## config.mk

```make
export PLATFORM = sky130hd
export DESIGN_NAME = apb_arbiter
export DESIGN_NICKNAME = d
export VERILOG_FILES = /design/src/rtl/apb_arbiter.sv
export SDC_FILE = /design/constraint.sdc
export NUM_CORES = 1
export LEC_CHECK = 0
export BUFFER_PORTS_ARGS = -buffer_cell sky130_fd_sc_hd__buf_2
export CAP_MARGIN = 5
export CORE_AREA = 2 2 100 102
export CTS_CLUSTER_DIAMETER = 50
export DETAILED_ROUTE_END_ITERATION = 10
export DIE_AREA = 0 0 102 104
export GPL_ROUTABILITY_DRIVEN = 0
export SYNTH_ARGS = -nofsm -noshare
export SYNTH_HDL_FRONTEND = slang
export SYNTH_SLANG_ARGS = --single-unit
```

## constraint.sdc

```tcl
create_clock -name clk -period 1.8 [get_ports clk]
set_input_delay 0.27 -clock clk [delete_from_list [all_inputs] [get_ports clk]]
set_output_delay 0.27 -clock clk [all_outputs]
set_load 0.02 [all_outputs]
```

## src/rtl/apb_arbiter.sv

```systemverilog
// N-to-1 APB arbiter: merges several APB initiators onto one APB target, one transfer at a time.
// Optional macro APB_ARBITER_ROUND_ROBIN_EN selects round-robin arbitration; default is fixed priority.
`timescale 1ns/1ps

module apb_arbiter #(
  parameter int N_MASTERS = 2,
  parameter int W_ADDR    = 16,
  parameter int W_DATA    = 32
) (
  input  logic                          clk,
  input  logic                          rst,
  input  logic [N_MASTERS*W_ADDR-1:0]   apbs_paddr,
  input  logic [N_MASTERS-1:0]          apbs_psel,
  input  logic [N_MASTERS-1:0]          apbs_penable,
  input  logic [N_MASTERS-1:0]          apbs_pwrite,
  input  logic [N_MASTERS*W_DATA-1:0]   apbs_pwdata,
  output logic [N_MASTERS-1:0]          apbs_pready,
  output logic [N_MASTERS*W_DATA-1:0]   apbs_prdata,
  output logic [N_MASTERS-1:0]          apbs_pslverr,
  output logic [W_ADDR-1:0]             apbm_paddr,
  output logic                          apbm_psel,
  output logic                          apbm_penable,
  output logic                          apbm_pwrite,
  output logic [W_DATA-1:0]             apbm_pwdata,
  input  logic                          apbm_pready,
  input  logic [W_DATA-1:0]             apbm_prdata,
  input  logic                          apbm_pslverr
);

  typedef enum logic [1:0] {
    IDLE   = 2'd0,
    SETUP  = 2'd1,
    ACCESS = 2'd2
  } state_t;

  state_t                 state;
  state_t                 state_next;
  logic [N_MASTERS-1:0]   grant;
  logic [N_MASTERS-1:0]   grant_next;
  logic [N_MASTERS-1:0]   winner;
  logic [N_MASTERS-1:0]   live_grant;
  logic                   in_setup;
  logic                   in_access;
  logic                   unused_penable;

  // Only psel requests service; penable is part of the upstream handshake, not arbitration.
  assign unused_penable = ^apbs_penable;

`ifdef APB_ARBITER_ROUND_ROBIN_EN
  localparam int PTR_W = (N_MASTERS > 1) ? $clog2(N_MASTERS) : 1;

  logic [PTR_W-1:0] start_ptr;
  logic [PTR_W-1:0] start_ptr_next;

  // Winner is the requester with the smallest rotated distance from start_ptr.
  always_comb begin
    int   dist;
    logic found;
    winner         = '0;
    start_ptr_next = start_ptr;
    found          = 1'b0;
    dist           = 0;
    for (int k = 0; k < N_MASTERS; k++) begin
      for (int i = 0; i < N_MASTERS; i++) begin
        dist = i - int'(start_ptr);
        if (dist < 0) dist = dist + N_MASTERS;
        if (!found && apbs_psel[i] && (dist == k)) begin
          found          = 1'b1;
          winner[i]      = 1'b1;
          start_ptr_next = (i == N_MASTERS - 1) ? '0 : PTR_W'(i + 1);
        end
      end
    end
  end

  always_ff @(posedge clk) begin
    if (rst) begin
      start_ptr <= '0;
    end else if ((state == IDLE) && (|apbs_psel)) begin
      start_ptr <= start_ptr_next;
    end
  end
`else
  always_comb begin
    logic found;
    winner = '0;
    found  = 1'b0;
    for (int i = 0; i < N_MASTERS; i++) begin
      if (!found && apbs_psel[i]) begin
        found     = 1'b1;
        winner[i] = 1'b1;
      end
    end
  end
`endif

  always_ff @(posedge clk) begin
    if (rst) begin
      state <= IDLE;
      grant <= '0;
    end else begin
      state <= state_next;
      grant <= grant_next;
    end
  end

  // Grant is loaded only from IDLE, so late requests wait for the next IDLE cycle.
  always_comb begin
    state_next = state;
    grant_next = grant;
    case (state)
      IDLE: begin
        if (|apbs_psel) begin
          grant_next = winner;
          state_next = SETUP;
        end
      end
      SETUP: begin
        state_next = ACCESS;
      end
      ACCESS: begin
        if (apbm_pready) begin
          grant_next = '0;
          state_next = IDLE;
        end
      end
      default: begin
        grant_next = '0;
        state_next = IDLE;
      end
    endcase
  end

  // Outputs are forced quiet while reset is held, even mid-transfer.
  assign in_setup   = (state == SETUP)  && !rst;
  assign in_access  = (state == ACCESS) && !rst;
  assign live_grant = rst ? '0 : grant;

  assign apbm_psel    = in_setup | in_access;
  assign apbm_penable = in_access;
  assign apbs_pready  = live_grant & {N_MASTERS{in_access & apbm_pready}};
  assign apbs_pslverr = live_grant & {N_MASTERS{in_access & apbm_pready & apbm_pslverr}};

  always_comb begin
    apbm_paddr  = '0;
    apbm_pwrite = 1'b0;
    apbm_pwdata = '0;
    for (int i = 0; i < N_MASTERS; i++) begin
      if (live_grant[i]) begin
        apbm_paddr  = apbm_paddr  | apbs_paddr[i*W_ADDR +: W_ADDR];
        apbm_pwrite = apbm_pwrite | apbs_pwrite[i];
        apbm_pwdata = apbm_pwdata | apbs_pwdata[i*W_DATA +: W_DATA];
      end
    end
  end

  always_comb begin
    apbs_prdata = '0;
    for (int i = 0; i < N_MASTERS; i++) begin
      if (live_grant[i]) apbs_prdata[i*W_DATA +: W_DATA] = apbm_prdata;
    end
  end

endmodule

```

### Yosys cells after proc, flatten, opt, wreduce, memory -nomap -nowiden

Cells that the tools add are included.
Widths: inputs -> output; s select.

| storage, ports and cells | value |
|---|---|
| register bits after elaboration | 4 |
| input port bits | 138 |
| logic and storage cells | 40 |

| operators by class | value |
|---|---|
| equality and inequality tests | 4 |
| multiplexer cells | 16 |
| bitwise gates (word level) | 9 |
| reductions and logical operators | 9 |

Operators with widths:

| kind | count |
|---|---|
| $mux 32 | 4 |
| $mux 16 | 2 |
| $or 32x32->32 | 1 |
| $or 16x16->16 | 1 |
| $pmux 2 s3 | 2 |
| $mux 2 | 4 |
| $and 2x2->2 | 2 |
| $mux 1 | 4 |
| $ne 2x2->1 const B | 2 |
| $logic_and 1x1->1 | 3 |
| $reduce_and 3->1 | 1 |
| $and 1x1->1 | 2 |
| $eq 2x1->1 const B | 1 |
| $eq 2x2->1 const B | 1 |
| $logic_not 1->1 | 2 |
| $logic_not 2->1 | 1 |
| $or 1x1->1 | 2 |
| $reduce_and 2->1 | 1 |
| $reduce_or 2->1 | 1 |
| $not 1->1 | 1 |

### Logic depth before layout (Yosys ltp)

| logic depth | value |
|---|---|
| word-level depth | 6 |
| depth in mapped cells | 4 |

### Worst setup path after synthesis

OpenSTA, ideal clock, no wires.

| timing path | value |
|---|---|
| path kind | flip-flop to output port |
| start | reg state[0] |
| end | out apbs_pslverr[0] |
| arrival time | 1454 ps |
| data required time | 1530 ps |
| path slack | 76 ps |
| stages on the path, launching flop included | 5 |
| cell sequence | dfxtp_1 > clkbuf_2 > nor3b_2 > and3_1 > and2_1 |

| between the ends | value |
|---|---|
| cells in the longest elaborated chain, start to end | 5 |

RTL lines:

| item | RTL line | RTL |
|---|---|---|
| start: declaration | 36 | `state_t state;` |
| start signal: assignment | 102 | `state <= state_next;` |
| $eq 2x2->1 | 136 | `assign in_access = (state == ACCESS) && !rst;` |
| $logic_and 1x1->1 | 136 |  |
| named net apbm_penable | 22 | `output logic apbm_penable,` |
| $and 1x1->1 (2 in a row) | 142 | `assign apbs_pslverr = live_grant & {N_MASTERS{in_access & apbm_pready & apbm_pslverr}};` |
| $and 2x2->2 | 142 |  |
| end: declaration | 19 | `output logic [N_MASTERS-1:0] apbs_pslverr,` |

The timed path passes the listed nets, and every way through them passes these cells.

### Final worst setup path

| timing path | value |
|---|---|
| start | reg grant[1] |
| end | out apbm_pwdata[11] |

| between the ends | value |
|---|---|
| cells in the longest elaborated chain, start to end | 2 |

RTL lines:

| item | RTL line | RTL |
|---|---|---|
| start: declaration | 38 | `logic [N_MASTERS-1:0] grant;` |
| start signal: assignment | 103 | `grant <= grant_next;` |
| $mux 2 | 137 | `assign live_grant = rst ? '0 : grant;` |
| $mux 32 | 149 | `if (live_grant[i]) begin` |
| end: declaration | 24 | `output logic [W_DATA-1:0] apbm_pwdata,` |

Every way passes these cells.

==> results_dict.tcl <==
set metrics [dict create \
    drtPass1Iterations 4 \
    synth_area_leaders "a22o_1, and2_1, dfxtp_1, buf_2, buf_6" \
    status "finished clean" \
    fmax_mhz 599 \
    dp_hpwl_um 5300 \
    syn-cell-area_mm2 0.00118 \
    grtUsageTotal 0.100 \
    cts_max_level 1 \
    hold_viol_final 0 \
    ys_seq_area_frac 0.0677 \
    detail_route.wl_per_cell_um 11.6 \
    rows 36 \
    io_pins 257 \
    avgSynthCellArea_um2 7.40 \
    synth_largest_area_cell "a22o_1" \
    worstPathArrival_ns 1.40 \
    fin_crit_ns 1.67 \
    via_count 2142 \
    drive_gt1_frac 0.659 \
    fin_util 0.274 \
    synth_cells 160 \
    antenna_found_initial 1 \
    grt_max_degree 48 \
    fin_area_mm2 0.00262 \
    dieWidth_um 102 \
    viasPerCell 4.00 \
    cts_tree "yes" \
    p_per_area_mw_per_mm2 337 \
    cts_hold_buffers 0 \
    syn_to_final_growth_pct 121 \
    cts_root_buffer "clkbuf_8" \
    endpoint_kind "output pin" \
    grt_overflow 0 \
    cts_setup_buffers 0 \
    p_leak_nw 1.68 \
    initial_utilization 0.124 \
    numCtsBuffers 3 \
    antenna_left 0 \
    tns_ns 0 \
    grt_pass1_wl_um 8930 \
    wl_um 6210 \
    synth.top_cell.area_share 0.363 \
    ys_ff_latch 4 \
    worst_slack_ns 0.131 \
    cp_slowest_cell "dfxtp_1" \
    maxCapViolations 0 \
    setup_viol 0 \
    place_area_mm2 0.00256 \
    synth.distinct_cells 18 \
    syn-num-nets 298 \
    worst_slew_pin_slew_ns 0.290 \
    core-area_mm2 0.00955 \
    peakVddDrop_mv 0.335 \
    yosysWarnings 0 \
    die_y_um 104 \
    clk_latency_ns 0.22 \
    slowest_delay_ns 0.33 \
    drcViolationCount 0 \
    cp_cell_sequence "nor2b_4 > buf_4 > a22o_1 > buf_2" \
    slew_headroom 0.805 \
    clk_pin_slew_worst_paths_ns 0.03 \
    first_iter_violations 84 \
    clkSinkCount 4 \
    fin_crit_sh 0.927 \
    grt_pass1_vias 1976 \
    fin_nets 542 \
    drv_slew 0 \
    cts.path.max_buffers 2 \
    grt_setup_unrepaired "false" \
    fin_worst_skew_ns 0.00134 \
    startpoint_type "flop" \
    cp_max_fo 35 \
    dp_slack_ns 0.240 \
    dieArea_mm2 0.0106 \
    hold_path.class "in2reg" \
    numPortBuffers 254 \
    worstPathRequired_ns 1.53 \
    worstSetupPathType "reg2out" \
    cts_resized 0 \
]
-- cell usage after synthesis --
cell / count
nand2b_1: 2
and3_1: 3
nor2b_1: 3
clkbuf_2: 1
buf_2: 13
buf_6: 5
nor3b_2: 1
a22o_1: 49
xnor2_1: 1
dfxtp_1: 4
and2_1: 66
nor3_1: 1
nor2_1: 4
nand2_1: 1
nand3b_1: 1
o31ai_1: 1
o21ai_0: 3
mux2i_1: 1
-- placed cells by master (no fill, tap or decap), types with 2 or more instances in the layout --
cell type,synthesis,routed
a22o_1,49,49
and2_1,66,66
and3_1,3,3
buf_12,0,2
buf_2,13,254
clkbuf_8,0,3
dfxtp_1,4,3
nand2b_1,2,2
nor2_1,4,4
nor2b_4,0,2
o21ai_0,3,3
-- metrics by stage --
step           power [mW]  cells  hold WS, ns
6_report            0.883    536        0.297
4_1_cts             0.886    535        0.292
5_1_grt             0.942    535        0.329
2_1_floorplan       0.418    160        0.342
3_3_place_gp        0.678    532        0.498
3_5_place_dp        0.689    532        0.496
-- registers in the layout, summed over array words and instances, names as in the netlist --
register,cells
state,2
grant,2
-- area by class of cell --
type / instances / area [um^2]
sequential: 4 / 81.3
clock buffer: 3 / 41.3
antenna: 1 / 2.50
multi-input combinational: 137 / 998
fill: 1049 / 6930
timing repair buffer: 258 / 1330
tap: 133 / 166
-- worst max-delay path: cells and delay by family, from the launching register on --
family	cells	cell delay, ns
AOI/OAI and AO/OA	1	0.20
buffers and inverters	2	0.46
and+or+nand+nor	1	0.18
DFF	1	0.33
-- routing by layer --
metal | GRT usage | share of wire | wire [um] | up-vias
li1 | - | - | - | 1059
met1 | 0.110 | 0.40 | 2470 | 953
met2 | 0.198 | 0.50 | 3120 | 121
met3 | 0.0108 | 0.086 | 531 | 9
met4 | 0.0229 | 0.014 | 88 | 0
met5 | 0 | 0 | 0 | -
-- where the power goes --
part           total [mW]  switching (mW)  internal, mW
combinational       0.584           0.315         0.269
sequential          0.108          0.0107        0.0977
clock               0.191          0.0481         0.143
-- logic make-up (layout without fill, tap and decap cells) --
group                  after synthesis  after routing  share of synthesized area
AO/OA/AOI/OAI                       53             53                      0.382
XOR/XNOR                             1              1                    0.00740
buffers and inverters               19            261                      0.107
flip-flops                           4              4                     0.0677
multiplexers                         1              1                    0.00846
other                                0              1                          0
AND/OR/NAND/NOR                     82             82                      0.428
-- final timing paths --
| path | from | end | slack, ns | cells past startpoint |
|---|---|---|---|---|
| max | grant[1]$_SDFFE_PP0P_ | apbm_pwdata[11] | 0.13 | 4 |
| min | apbs_psel[0] | grant[0]$_SDFFE_PP0P_ | 0.30 | 3 |
| max reg2reg | state[0]$_SDFFE_PP0P_ | grant[1]$_SDFFE_PP0P_ | 0.84 | 3 |
| min reg2reg | grant[1]$_SDFFE_PP0P_ | grant[1]$_SDFFE_PP0P_ | 0.51 | 2 |
Note: power is estimated with default switching activity, not from simulation.
